**config.mk**
```make
export PLATFORM = sky130hd
export DESIGN_NAME = l1_l2_arbiter_flat
export DESIGN_NICKNAME = d
export VERILOG_FILES = /design/src/rtl/l1_l2_arbiter_pkg.sv /design/src/rtl/l1_l2_arbiter_if.sv /design/src/rtl/l1_l2_arbiter.sv /design/src/flat_wrapper.sv
export SDC_FILE = /design/constraint.sdc
export NUM_CORES = 1
export LEC_CHECK = 0
export ABC_CLOCK_PERIOD_IN_PS = 1420
export BUFFER_PORTS_ARGS = -buffer_cell sky130_fd_sc_hd__clkbuf_2
export CAP_MARGIN = 20
export CORE_AREA = 5 5 114 116
export DETAILED_ROUTE_END_ITERATION = 10
export DIE_AREA = 0 0 119 121
export HOLD_SLACK_MARGIN = 0.06
export PLACE_DENSITY = 0.61
export SYNTH_ARGS = -nofsm -noshare
export SYNTH_HDL_FRONTEND = slang
export SYNTH_SLANG_ARGS = --single-unit
```
**constraint.sdc**
```tcl
create_clock -name clk -period 1.42 [get_ports clk]
set_input_delay 0 -clock clk [delete_from_list [all_inputs] [get_ports clk]]
set_output_delay 0 -clock clk [all_outputs]
set_load 0.02 [all_outputs]
```
**src/rtl/l1_l2_arbiter_pkg.sv**
```systemverilog
// rtl/l1_l2_arbiter_pkg.sv - shared types and grant decision for the L1-to-L2 arbiter
package l1_l2_arbiter_pkg;

    typedef enum logic {
        LOAD  = 1'b0,
        STORE = 1'b1
    } memory_operation_e;

    typedef enum logic [1:0] {
        ARB_IDLE = 2'd0,
        ARB_IC   = 2'd1,
        ARB_DC   = 2'd2
    } arb_owner_e;

    typedef enum logic [1:0] {
        ST_IDLE     = 2'd0,
        ST_GRANT_IC = 2'd1,
        ST_GRANT_DC = 2'd2
    } arb_state_e;

    // Ties go to dc, or to whichever port was not served last when round robin is on.
    function automatic arb_state_e l1_l2_arb_pick(
        input logic ic_valid,
        input logic dc_valid,
        input logic last_grant_dc,
        input logic round_robin
    );
        arb_state_e pick;
        pick = ST_IDLE;
        if (ic_valid && dc_valid) begin
            if (round_robin && last_grant_dc) begin
                pick = ST_GRANT_IC;
            end else begin
                pick = ST_GRANT_DC;
            end
        end else if (dc_valid) begin
            pick = ST_GRANT_DC;
        end else if (ic_valid) begin
            pick = ST_GRANT_IC;
        end
        return pick;
    endfunction

endpackage

```
**src/rtl/l1_l2_arbiter_if.sv**
```systemverilog
// rtl/l1_l2_arbiter_if.sv - memory request/fulfil handshake between an L1 and L2
interface l1_l2_arbiter_if
    import l1_l2_arbiter_pkg::*;
#(
    parameter int XLEN = 32
);
    logic [XLEN-1:0]   req_address;
    memory_operation_e req_type;
    logic              req_valid;
    logic [XLEN-1:0]   word_to_store;
    logic [XLEN-1:0]   fetched_word;
    logic              req_fulfilled;

    modport master (
        output req_address,
        output req_type,
        output req_valid,
        output word_to_store,
        input  fetched_word,
        input  req_fulfilled
    );

    modport slave (
        input  req_address,
        input  req_type,
        input  req_valid,
        input  word_to_store,
        output fetched_word,
        output req_fulfilled
    );
endinterface

```
**src/rtl/l1_l2_arbiter.sv**
```systemverilog
// rtl/l1_l2_arbiter.sv - shares one L2 port between icache and dcache; ARB_ROUND_ROBIN_EN selects round-robin ties
module l1_l2_arbiter
    import l1_l2_arbiter_pkg::*;
#(
    parameter int XLEN      = 32,
    parameter int LINE_SIZE = 16
) (
    input  logic             clk,
    input  logic             reset_n,
    l1_l2_arbiter_if.slave   ic,
    l1_l2_arbiter_if.slave   dc,
    l1_l2_arbiter_if.master  l2,
    output arb_owner_e       arb_owner,
    output logic             beat_overrun
);

    localparam int BEATS = LINE_SIZE / 4;
    localparam int CW    = $clog2(BEATS + 1);
    localparam logic [CW-1:0] BEATS_C = CW'(BEATS);

`ifdef ARB_ROUND_ROBIN_EN
    localparam logic ROUND_ROBIN = 1'b1;
`else
    localparam logic ROUND_ROBIN = 1'b0;
`endif

    arb_state_e    state;
    logic          last_grant_dc;
    logic [CW-1:0] beat_count;

    // Pure muxing from the registered state keeps a granted L1 at zero added latency.
    always_comb begin
        l2.req_address   = {XLEN{1'b0}};
        l2.req_type      = LOAD;
        l2.req_valid     = 1'b0;
        l2.word_to_store = {XLEN{1'b0}};
        ic.req_fulfilled = 1'b0;
        dc.req_fulfilled = 1'b0;
        ic.fetched_word  = l2.fetched_word;
        dc.fetched_word  = l2.fetched_word;
        arb_owner        = ARB_IDLE;
        case (state)
            ST_GRANT_IC: begin
                l2.req_address   = ic.req_address;
                l2.req_type      = ic.req_type;
                l2.req_valid     = ic.req_valid;
                l2.word_to_store = ic.word_to_store;
                ic.req_fulfilled = l2.req_fulfilled;
                arb_owner        = ARB_IC;
            end
            ST_GRANT_DC: begin
                l2.req_address   = dc.req_address;
                l2.req_type      = dc.req_type;
                l2.req_valid     = dc.req_valid;
                l2.word_to_store = dc.word_to_store;
                dc.req_fulfilled = l2.req_fulfilled;
                arb_owner        = ARB_DC;
            end
            default: ;
        endcase
    end

    always_ff @(posedge clk or negedge reset_n) begin
        if (!reset_n) begin
            state         <= ST_IDLE;
            last_grant_dc <= 1'b0;
            beat_count    <= '0;
            beat_overrun  <= 1'b0;
        end else begin
            case (state)
                ST_IDLE: begin
                    state <= l1_l2_arb_pick(ic.req_valid, dc.req_valid, last_grant_dc, ROUND_ROBIN);
                end
                ST_GRANT_IC: begin
                    if (!ic.req_valid) begin
                        last_grant_dc <= 1'b0;
                        beat_count    <= '0;
                        state         <= l1_l2_arb_pick(1'b0, dc.req_valid, 1'b0, ROUND_ROBIN);
                    end else if (l2.req_fulfilled) begin
                        if (beat_count == BEATS_C) begin
                            beat_overrun <= 1'b1;
                        end else begin
                            beat_count <= beat_count + 1'b1;
                        end
                    end
                end
                ST_GRANT_DC: begin
                    if (!dc.req_valid) begin
                        last_grant_dc <= 1'b1;
                        beat_count    <= '0;
                        state         <= l1_l2_arb_pick(ic.req_valid, 1'b0, 1'b1, ROUND_ROBIN);
                    end else if (l2.req_fulfilled) begin
                        if (beat_count == BEATS_C) begin
                            beat_overrun <= 1'b1;
                        end else begin
                            beat_count <= beat_count + 1'b1;
                        end
                    end
                end
                default: state <= ST_IDLE;
            endcase
        end
    end

endmodule

```
**src/flat_wrapper.sv**
```systemverilog
// flat-port wrapper written by rule: the top's interface ports become plain ports
module l1_l2_arbiter_flat import l1_l2_arbiter_pkg::*;
#(
    parameter int XLEN      = 32,
    parameter int LINE_SIZE = 16
)
  (clk, reset_n, arb_owner, beat_overrun, ic_req_address, ic_req_type, ic_req_valid, ic_word_to_store, ic_fetched_word, ic_req_fulfilled, dc_req_address, dc_req_type, dc_req_valid, dc_word_to_store, dc_fetched_word, dc_req_fulfilled, l2_req_address, l2_req_type, l2_req_valid, l2_word_to_store, l2_fetched_word, l2_req_fulfilled);
  l1_l2_arbiter_if #(.XLEN(XLEN)) ic_i ();
  l1_l2_arbiter_if #(.XLEN(XLEN)) dc_i ();
  l1_l2_arbiter_if #(.XLEN(XLEN)) l2_i ();
  input  logic clk;
  input  logic reset_n;
  output arb_owner_e arb_owner;
  output logic beat_overrun;
  input wire logic [$bits(ic_i.req_address)-1:0] ic_req_address;
  input wire logic [$bits(ic_i.req_type)-1:0] ic_req_type;
  input wire logic [$bits(ic_i.req_valid)-1:0] ic_req_valid;
  input wire logic [$bits(ic_i.word_to_store)-1:0] ic_word_to_store;
  output wire logic [$bits(ic_i.fetched_word)-1:0] ic_fetched_word;
  output wire logic [$bits(ic_i.req_fulfilled)-1:0] ic_req_fulfilled;
  input wire logic [$bits(dc_i.req_address)-1:0] dc_req_address;
  input wire logic [$bits(dc_i.req_type)-1:0] dc_req_type;
  input wire logic [$bits(dc_i.req_valid)-1:0] dc_req_valid;
  input wire logic [$bits(dc_i.word_to_store)-1:0] dc_word_to_store;
  output wire logic [$bits(dc_i.fetched_word)-1:0] dc_fetched_word;
  output wire logic [$bits(dc_i.req_fulfilled)-1:0] dc_req_fulfilled;
  output wire logic [$bits(l2_i.req_address)-1:0] l2_req_address;
  output wire logic [$bits(l2_i.req_type)-1:0] l2_req_type;
  output wire logic [$bits(l2_i.req_valid)-1:0] l2_req_valid;
  output wire logic [$bits(l2_i.word_to_store)-1:0] l2_word_to_store;
  input wire logic [$bits(l2_i.fetched_word)-1:0] l2_fetched_word;
  input wire logic [$bits(l2_i.req_fulfilled)-1:0] l2_req_fulfilled;
  assign ic_i.req_address = ic_req_address;
  assign ic_i.req_type = ic_req_type;
  assign ic_i.req_valid = ic_req_valid;
  assign ic_i.word_to_store = ic_word_to_store;
  assign ic_fetched_word = ic_i.fetched_word;
  assign ic_req_fulfilled = ic_i.req_fulfilled;
  assign dc_i.req_address = dc_req_address;
  assign dc_i.req_type = dc_req_type;
  assign dc_i.req_valid = dc_req_valid;
  assign dc_i.word_to_store = dc_word_to_store;
  assign dc_fetched_word = dc_i.fetched_word;
  assign dc_req_fulfilled = dc_i.req_fulfilled;
  assign l2_req_address = l2_i.req_address;
  assign l2_req_type = l2_i.req_type;
  assign l2_req_valid = l2_i.req_valid;
  assign l2_word_to_store = l2_i.word_to_store;
  assign l2_i.fetched_word = l2_fetched_word;
  assign l2_i.req_fulfilled = l2_req_fulfilled;
  l1_l2_arbiter #(.XLEN(XLEN), .LINE_SIZE(LINE_SIZE)) u_core (.clk(clk), .reset_n(reset_n), .ic(ic_i), .dc(dc_i), .l2(l2_i), .arb_owner(arb_owner), .beat_overrun(beat_overrun));
endmodule
```
Yosys cells after proc, flatten, opt, wreduce, memory -nomap -nowiden. Index checks and enable logic that the tools add are counted.

Bits in registers: 6. Memory bits (writable): 0. Memories kept: 0. Logic and storage cells: 40. Memory bits (read-only): 0. Output and inout port bits: 135. Latch bits: 0.

$add $sub $neg: 1. Equal/unequal tests: 7. Shifts and indexed selects: 0. Order comparisons: 0. Reduce and logical (&&, ||, !) cells: 5. Multiply operators: 0. Multiplexer cells: 24. Divide/modulo/power cells: 0. Bitwise logic cells: 0.

Operators with widths (number): one-hot mux 32 bit (2 select lines) (2); two-way mux 3 bit (4); two-way mux 2 bit (5); inequality test 2 bit, second input constant (4); two-way mux 1 bit (7); one-hot mux 1 bit (2 select lines) (3); one-hot mux 2 bit (3 select lines) (1); one-hot mux 3 bit (2 select lines) (1); one-hot mux 2 bit (2 select lines) (1); adder 3 x 1 -> 3 bit, second input constant (1); equality test 3 bit, second input constant (1); AND reduction 3 bit (1); equality test 2 x 1 -> 1 bit, second input constant (1); equality test 2 bit, second input constant (1); logical NOT 2 bit (1); AND reduction 2 bit (1); nonzero test 2 bit (1); logical AND 1 bit (1).

Longest topological paths before layout. Gate-level depths: netlist of the first run.

Depth in word-level cells: 5. Gate-level depth with buffers: 7. Gate-level depth less buffers: 5.

Worst setup path before layout of the first run. OpenSTA, ideal clock, no wires.

Kind: reg2out. From: register u_core.state[0]. To: output port l2_req_address[18]. Arrival: 1.588 ns. Path slack: -0.168 ns. Cell stages (with the launch flop): 7. Path through: dfrtp_1 inv_1 ha_1 buf_2 buf_2 a22oi_1 nor2b_1.

Cells in the longest elaborated chain, start to end: 2. Elaborated cells between the ends (all ways): 3. Classes of those cells: eq/ne (2); mux (1).

RTL lines: start: declaration (line l1_l2_arbiter.sv:27) `arb_state_e state;`; start signal: assignment (line l1_l2_arbiter.sv:72) `state <= l1_l2_arb_pick(ic.req_valid, dc.req_valid, last_grant_dc, ROUND_ROBIN);`; start signal: assignment (line l1_l2_arbiter.sv:78) `state <= l1_l2_arb_pick(1'b0, dc.req_valid, 1'b0, ROUND_ROBIN);`; start signal: assignment (line l1_l2_arbiter.sv:91) `state <= l1_l2_arb_pick(ic.req_valid, 1'b0, 1'b1, ROUND_ROBIN);`; equality test 2 bit or equality test 2 x 1 -> 1 bit (tied branches) (line l1_l2_arbiter.sv:42) `case (state)`; one-hot mux 32 bit (2 select lines) (*) (line l1_l2_arbiter.sv:42); end: declaration (line flat_wrapper.sv:27) `output wire logic [$bits(l2_i.req_address)-1:0] l2_req_address;`.

Every way passes the cells marked *; elsewhere a longest branch is shown, timed or not.

Worst setup path after layout of the first run.
From: register u_core.state[0]. To: output port l2_word_to_store[8].

Cells in the longest elaborated chain, start to end: 2. Elaborated cells between the ends (all ways): 3. Classes of those cells: eq/ne (2); mux (1).

RTL lines: equality test 2 bit or equality test 2 x 1 -> 1 bit (tied branches) (line l1_l2_arbiter.sv:42); one-hot mux 32 bit (2 select lines) (*) (line l1_l2_arbiter.sv:42); end: declaration (line flat_wrapper.sv:30) `output wire logic [$bits(l2_i.word_to_store)-1:0] l2_word_to_store;`.

Marks and branches as above.

==> impl_metrics.yaml, run 1 <==
drt:
  dr_wl_met2_mm: 5.90
  wl_met1_mm: 3.57
  drt.antenna.violating_nets: 0
  wl_mm: 10.5
  via_count: 2665
  wl_met3_um: 808
  drt_first_pass_iters: 4
  dr.first_iter.drc_count: 93
  viasPerCell: 4.46
  avgRoutedWirePerCell_um: 17.5
  drc: 0
  highest_layer: "met4"
finish:
  syn_to_final_growth_pct: 122
  final_common_cell: "clkbuf_2"
  antenna_cells: 0
  mostFrequentLayoutCells: "138 x clkbuf_2, 56 x nor2b_2, 41 x clkbuf_8"
  drive_gt1_share_pct: 78.2
  nets: 626
  final_cell_area_um2: 4330
yosys:
  synth_edf_count: 0
  synth.area.mux_share_pct: 0.514
  synth_top_family_by_area: "buffers and inverters"
  synth_compound_area_share_pct: 30.5
  synth_area_um2: 1950
  synth.ff_latch_count: 6
  synth-xor-area-share_pct: 0
  synth_cells: 262
  syn_nets: 436
  synth_cell_types: 24
  synth-simple-area-share_pct: 24.7
  syn_avg_cell_area_um2: 7.43
  synthAdderAreaFrac_pct: 4.50
  ys.flop_type: "dfrtp_1"
  synth_seq_area_share_pct: 7.72
  ys_warn_count: 0
  async_reset_ff_share_pct: 100
timing:
  rsz0062_at_grt: "yes"
  skew_ns: 0.00221
  setup_ws_ns: -0.219
  layout_worst_path_cycle_share_pct: 115
  slew_headroom_pct: 69.1
  final.min_clock_period_ns: 1.64
  tightest_slew_ns: 0.461
  setup_viol: 74
  max_freq_mhz: 610
  maxSlewViolCount: 0
  finalHoldViolations: 0
  whs_ns: 0.132
setup_path:
  crit_slowest_cell: "dfrtp_1"
  worst-r2r-setup-slack_ns: -0.12
  cpPeakStageDelay_ns: 0.41
  r2r_end: "u_core.beat_count[1]$_DFFE_PN0P_"
  crit_path_start_kind: "register"
  path_max_fanout: 5
  critical_path.cell_chain: "buf_6 -> ha_4 -> buf_12 -> buf_16 -> a22oi_2 -> nor2b_2 -> clkbuf_8"
  required_ns: 1.42
  endpoint_kind: "output port"
  worstRegToRegCells: 6
  setup.worst_path.class: "register to output port"
  worstPathArrival_ns: 1.64
  reg2reg_from: "u_core.state[0]$_DFFE_PN0P_"
clocking:
  cts_root_buffer: "clkbuf_16"
  cts.sinks: 6
  clk_pin_slew_ns: 0.04
  cts_tree: "done"
  cts_buffer_depth: 2
  cts_buffers: 3
  cts-htree-levels: 1
  insertion_delay_ns: 0.23
grt:
  antenna_found_initial: 0
  grt_pass1_vias: 2857
  grt_max_degree: 39
  grt_pass1_wl_mm: 14.5
  grt_usage_pct: 12.3
  overflow: 0
floorplan:
  start_util_pct: 16.5
  ios: 302
  die_width_um: 119
  core_um2: 11800
  die_area_um2: 14400
  dieHeight_um: 121
  rows: 40
run_status:
  outcome: "finished with violations"
  violations: "setup timing"
hold_path:
  hp-class: "primary input to register"
  hold_depth: 2
  hold_start: "l2_req_fulfilled"
  min_to: "u_core.beat_overrun$_DFFE_PN0P_"
flow_run:
  maxCapViolCount: 0
power_and_ir_drop:
  leakagePower_nw: 1.91
  ir_worst_vdd_v: 0.000718
  p_per_area_nw_per_um2: 2070
placement:
  dp_hpwl_mm: 6.51
  placed_area_um2: 2850
  gp_congestion: 0.790
  port_buffers: 205
stage by stage:
stage | setup TNS [ns] | std cells | total power, mW | utilization (%) | setup slack [ns]
after CTS | -13.90 | 589 | 8.34 | 34.7 | -0.229
after global routing | -16.61 | 597 | 9.45 | 36.6 | -0.280
after global placement | -0.270 | 541 | 5.49 | 24.2 | -0.0481
after detailed placement | -3.85 | 541 | 5.65 | 24.2 | -0.0983
final | -12.10 | 597 | 8.97 | 36.6 | -0.219
after floorplan | -0.719 | 262 | 4.29 | - | -0.0371
where the power goes:
part           internal (mW)  switching (mW)
clock network          0.361          0.0921
logic                   4.35            3.86
registers              0.237          0.0664
cell type report:
type	instances	area (um2)
Tap cell	147	184
Fill cell	1162	7480
Multi-Input combinational cell	163	1600
Inverter	6	25.0
Sequential cell	6	151
Clock buffer	3	75.1
Timing Repair Buffer	272	2300
sequential cells by signal, summed over array words and instances (netlist names):
name	cells
u_core.state	2
u_core.beat_count	3
u_core.beat_overrun	1
critical path: cells and delay by family, from the launching register on:
family                     cells  cell delay (ns)
AOI/OAI and AO/OA              1             0.17
and+or+nand+nor                1             0.06
DFF                            1             0.41
buffers and inverters          4             0.58
adders and majority gates      1             0.18
how the worst max path moves through the flow:
| stage | slack [ns] | to | from | depth (start not counted) |
|---|---|---|---|---|
| floorplan | -0.04 | u_core.beat_overrun$_DFFE_PN0P_ | u_core.state[0]$_DFFE_PN0P_ | 6 |
| global placement | -0.05 | l2_word_to_store[8] | u_core.state[0]$_DFFE_PN0P_ | 6 |
| detailed placement | -0.1 | u_core.beat_count[1]$_DFFE_PN0P_ | u_core.state[1]$_DFFE_PN0P_ | 5 |
| CTS | -0.23 | l2_req_address[27] | u_core.state[1]$_DFFE_PN0P_ | 6 |
| global route | -0.28 | l2_req_address[15] | u_core.state[0]$_DFFE_PN0P_ | 7 |
| finish | -0.22 | l2_word_to_store[8] | u_core.state[0]$_DFFE_PN0P_ | 7 |
layer usage:
metal / GRT usage [%] / vias to the layer above
met1: 12.6 / 1228
met4: 1.67 / 0
met3: 3.03 / 12
li1: - / 1235
met5: 0 / -
met2: 25.5 / 190
cells by family (layout without fill, tap and decap cells):
family,count (synthesis),after routing
DFF,6,6
muxes,1,1
and+or+nand+nor,78,78
adders and majority gates,7,7
AOI/OAI and AO/OA,77,77
buffers and inverters,93,281
timing repair:
action / 4_1_cts / 5_1_grt
gates cloned: 4 / 0
setup buffers: 8 / 8
endpoints found under the hold margin: 70 / 0
gates resized for setup: 155 / 69
pin swaps: 22 / 9
endpoints found under the setup margin: 75 / 76
hold buffers: 33 / 0
Yosys cell counts, types with 2 or more instances:
| cell | count | area share, % |
|---|---|---|
| ha_1 | 7 | 4.5 |
| buf_2 | 10 | 2.6 |
| inv_1 | 6 | 1.2 |
| a22oi_1 | 65 | 25 |
| dfrtp_1 | 6 | 7.7 |
| and2_1 | 4 | 1.3 |
| clkbuf_1 | 10 | 1.9 |
| nor2b_1 | 65 | 21 |
| nand2_1 | 4 | 0.77 |
| o41ai_2 | 2 | 1.7 |
| o21ai_0 | 2 | 0.51 |
| buf_4 | 64 | 25 |
| buf_6 | 3 | 1.7 |
| a21oi_1 | 4 | 1.0 |
Note: power is estimated with default switching activity, not from simulation.
==> inputs of run 2 (changes only) <==
CELL_PAD_IN_SITES_DETAIL_PLACEMENT = 2   (was default)
CELL_PAD_IN_SITES_GLOBAL_PLACEMENT = 2   (was default)
CORE_AREA = default   (was 5 5 114 116)
CORE_MARGIN = 5   (was default)
CORE_UTILIZATION = 11   (was default)
DIE_AREA = default   (was 0 0 119 121)
PLACE_DENSITY = 0.87   (was 0.61)
==> impl_metrics.yaml, run 2 (synthesized netlist as in run 1, its figures left out) <==
run_status:
  outcome: "finished with violations"
  violations: "setup timing"
grt:
  grt_pass1_vias: 3250
  grt_usage_pct: 12.0
  grt_pass1_wl_mm: 19.0
  antenna_found_initial: 0
  grt_max_degree: 35
  overflow: 0
setup_path:
  r2r_end: "u_core.beat_overrun$_DFFE_PN0P_"
  setup.worst_path.class: "register to output port"
  worst-r2r-setup-slack_ns: -0.24
  worstSetupStartpoint: "u_core.state[0]$_DFFE_PN0P_"
  crit_slowest_cell: "dfrtp_2"
  cp.buffers_inverters: 4
  worstSetupPathDepth: 7
  crit_path_start_kind: "register"
  path_max_fanout: 9
  reg2reg_from: "u_core.state[1]$_DFFE_PN0P_"
  crit_end: "l2_req_type"
  required_ns: 1.42
  worstPathArrival_ns: 1.72
  cpPeakStageDelay_ns: 0.43
  worstRegToRegCells: 8
  crit_family: "buffers and inverters"
  critical_path.cell_chain: "inv_4 -> ha_4 -> buf_4 -> clkbuf_16 -> a22oi_2 -> nor2b_4 -> clkbuf_8"
  endpoint_kind: "output port"
floorplan:
  die_width_um: 143
  start_util_pct: 11.2
  dieHeight_um: 143
  ios: 302
  core_um2: 17300
  rows: 48
  die_area_um2: 20400
drt:
  drt_first_pass_iters: 4
  via_count: 2795
  viasPerCell: 4.05
  wl_mm: 14.8
  drc: 0
  dr.first_iter.drc_count: 53
  avgRoutedWirePerCell_um: 21.4
  drt.antenna.violating_nets: 0
clocking:
  cts_buffers: 3
  cts_root_buffer: "clkbuf_16"
  cts.sinks: 6
  cts-htree-levels: 1
  clk_pin_slew_ns: 0.04
  cts_tree: "done"
  cts_buffer_depth: 2
  insertion_delay_ns: 0.23
finish:
  largest_reg_flops: 3
  nets: 641
  drive_gt1_share_pct: 81.1
  reg.largest.list: "u_core.beat_count x3, u_core.state x2, u_core.beat_overrun x1"
  syn_to_final_growth_pct: 143
  antenna_cells: 0
  largest-register: "u_core.beat_count"
  final_common_cell: "clkbuf_2"
  n_fill_cell: 1931
  mostFrequentLayoutCells: "136 x clkbuf_2, 50 x nor2b_2, 43 x a22oi_2, 43 x clkbuf_8, 33 x dlygate4sd3_1"
  final_cell_area_um2: 4730
power_and_ir_drop:
  swShare_pct: 44.9
  pwr-share-comb_pct: 92.6
  leakagePower_nw: 2.05
  p_per_area_nw_per_um2: 2250
  p_int_mw: 5.87
  switchingPower_mw: 4.78
  p_clk_share_pct: 4.5
  ir_worst_vdd_v: 0.000762
  power_mw: 10.6
  seqPwrFrac_pct: 3.0
timing:
  layout_worst_path_cycle_share_pct: 121
  setup_ws_ns: -0.304
  setup_viol: 74
  maxSlewViolCount: 0
  whs_ns: 0.121
  skew_ns: 0.00142
  slew_headroom_pct: 67.0
  final.min_clock_period_ns: 1.72
  rsz0062_at_grt: "yes"
  max_freq_mhz: 580
  finalHoldViolations: 0
  tightest_slew_ns: 0.493
flow_run:
  maxCapViolCount: 0
placement:
  placed_area_um2: 3060
  dp_hpwl_mm: 8.51
  port_buffers: 205
  gp_congestion: 0.715
hold_path:
  hp-class: "primary input to register"
-- run 2: cell count changes in the layout (fill, tap and decap cells not counted), moves of 5 or more --
cell and delta:
a22oi_1 -13, a22oi_2 +13, clkbuf_4 +11, buf_12 +8
nor2b_4 +7, buf_6 -6, nor2b_2 -6, clkbuf_16 +5
-- run 2: layout make-up --
| cell class | count | area, um2 | area share (%) |
|---|---|---|---|
| tap | 225 | 282 | 5.96 |
| multi-input combinational | 163 | 1660 | 35.0 |
| sequential | 6 | 153 | 3.23 |
| clock buffer | 3 | 75.1 | 1.59 |
| inverter | 6 | 25.0 | 0.529 |
| timing repair buffer | 287 | 2540 | 53.7 |
-- run 2: worst reg2reg max path, delay by kind of cell (launching register included) --
family                   cells  cell delay (ns)
multiplexers                 1             0.18
AO/OA/AOI/OAI                2             0.29
adder cells (fa/ha/maj)      1             0.19
buffers and inverters        4             0.45
flip-flops                   1             0.43
-- run 2: worst min-delay path by stage --
stage	startpoint	end	slack, ns	cells after the start
2_1_floorplan	reset_n	u_core.beat_count[0]$_DFFE_PN0P_	-0.30	0
3_3_place_gp	reset_n	u_core.beat_count[2]$_DFFE_PN0P_	-0.16	1
5_1_grt	l2_req_fulfilled	u_core.beat_overrun$_DFFE_PN0P_	0.13	2
4_1_cts	l2_req_fulfilled	u_core.beat_overrun$_DFFE_PN0P_	0.08	2
3_5_place_dp	reset_n	u_core.beat_count[1]$_DFFE_PN0P_	-0.16	1
6_report	l2_req_fulfilled	u_core.beat_overrun$_DFFE_PN0P_	0.12	2
-- run 2: timing repair --
item,CTS,global route
cloned,4,7
hold endpoints to repair,70,0
gates resized for setup,166,54
buffers inserted,8,13
hold buffers,33,0
pin swaps,6,4
endpoints found under the setup margin,75,75
-- run 2: power groups by stage --
stage          combinational (mW)  sequential (mW)  clock [mW]
5_1_grt                      10.4            0.323       0.497
4_1_cts                      8.34            0.307       0.466
6_report                     9.86            0.316       0.476
2_1_floorplan                3.99            0.294           0
3_3_place_gp                 5.70            0.279           0
3_5_place_dp                 5.87            0.287           0
-- run 2: metal layers --
layer	vias up	GRT usage, %	wire (um)
met2	156	25.7	8850
met1	1358	11.5	4800
met4	0	2.80	179
met5	-	0	0
li1	1269	-	-
met3	12	2.31	957
-- run 2: through the flow --
step	util [%]	setup TNS (ns)	std cells	setup WS (ns)
6_report	27.3	-16.99	690	-0.304
5_1_grt	27.3	-21.83	690	-0.358
2_1_floorplan	-	-0.719	262	-0.0371
3_3_place_gp	17.7	-1.22	625	-0.0611
3_5_place_dp	17.7	-4.12	625	-0.181
4_1_cts	25.1	-14.85	673	-0.247
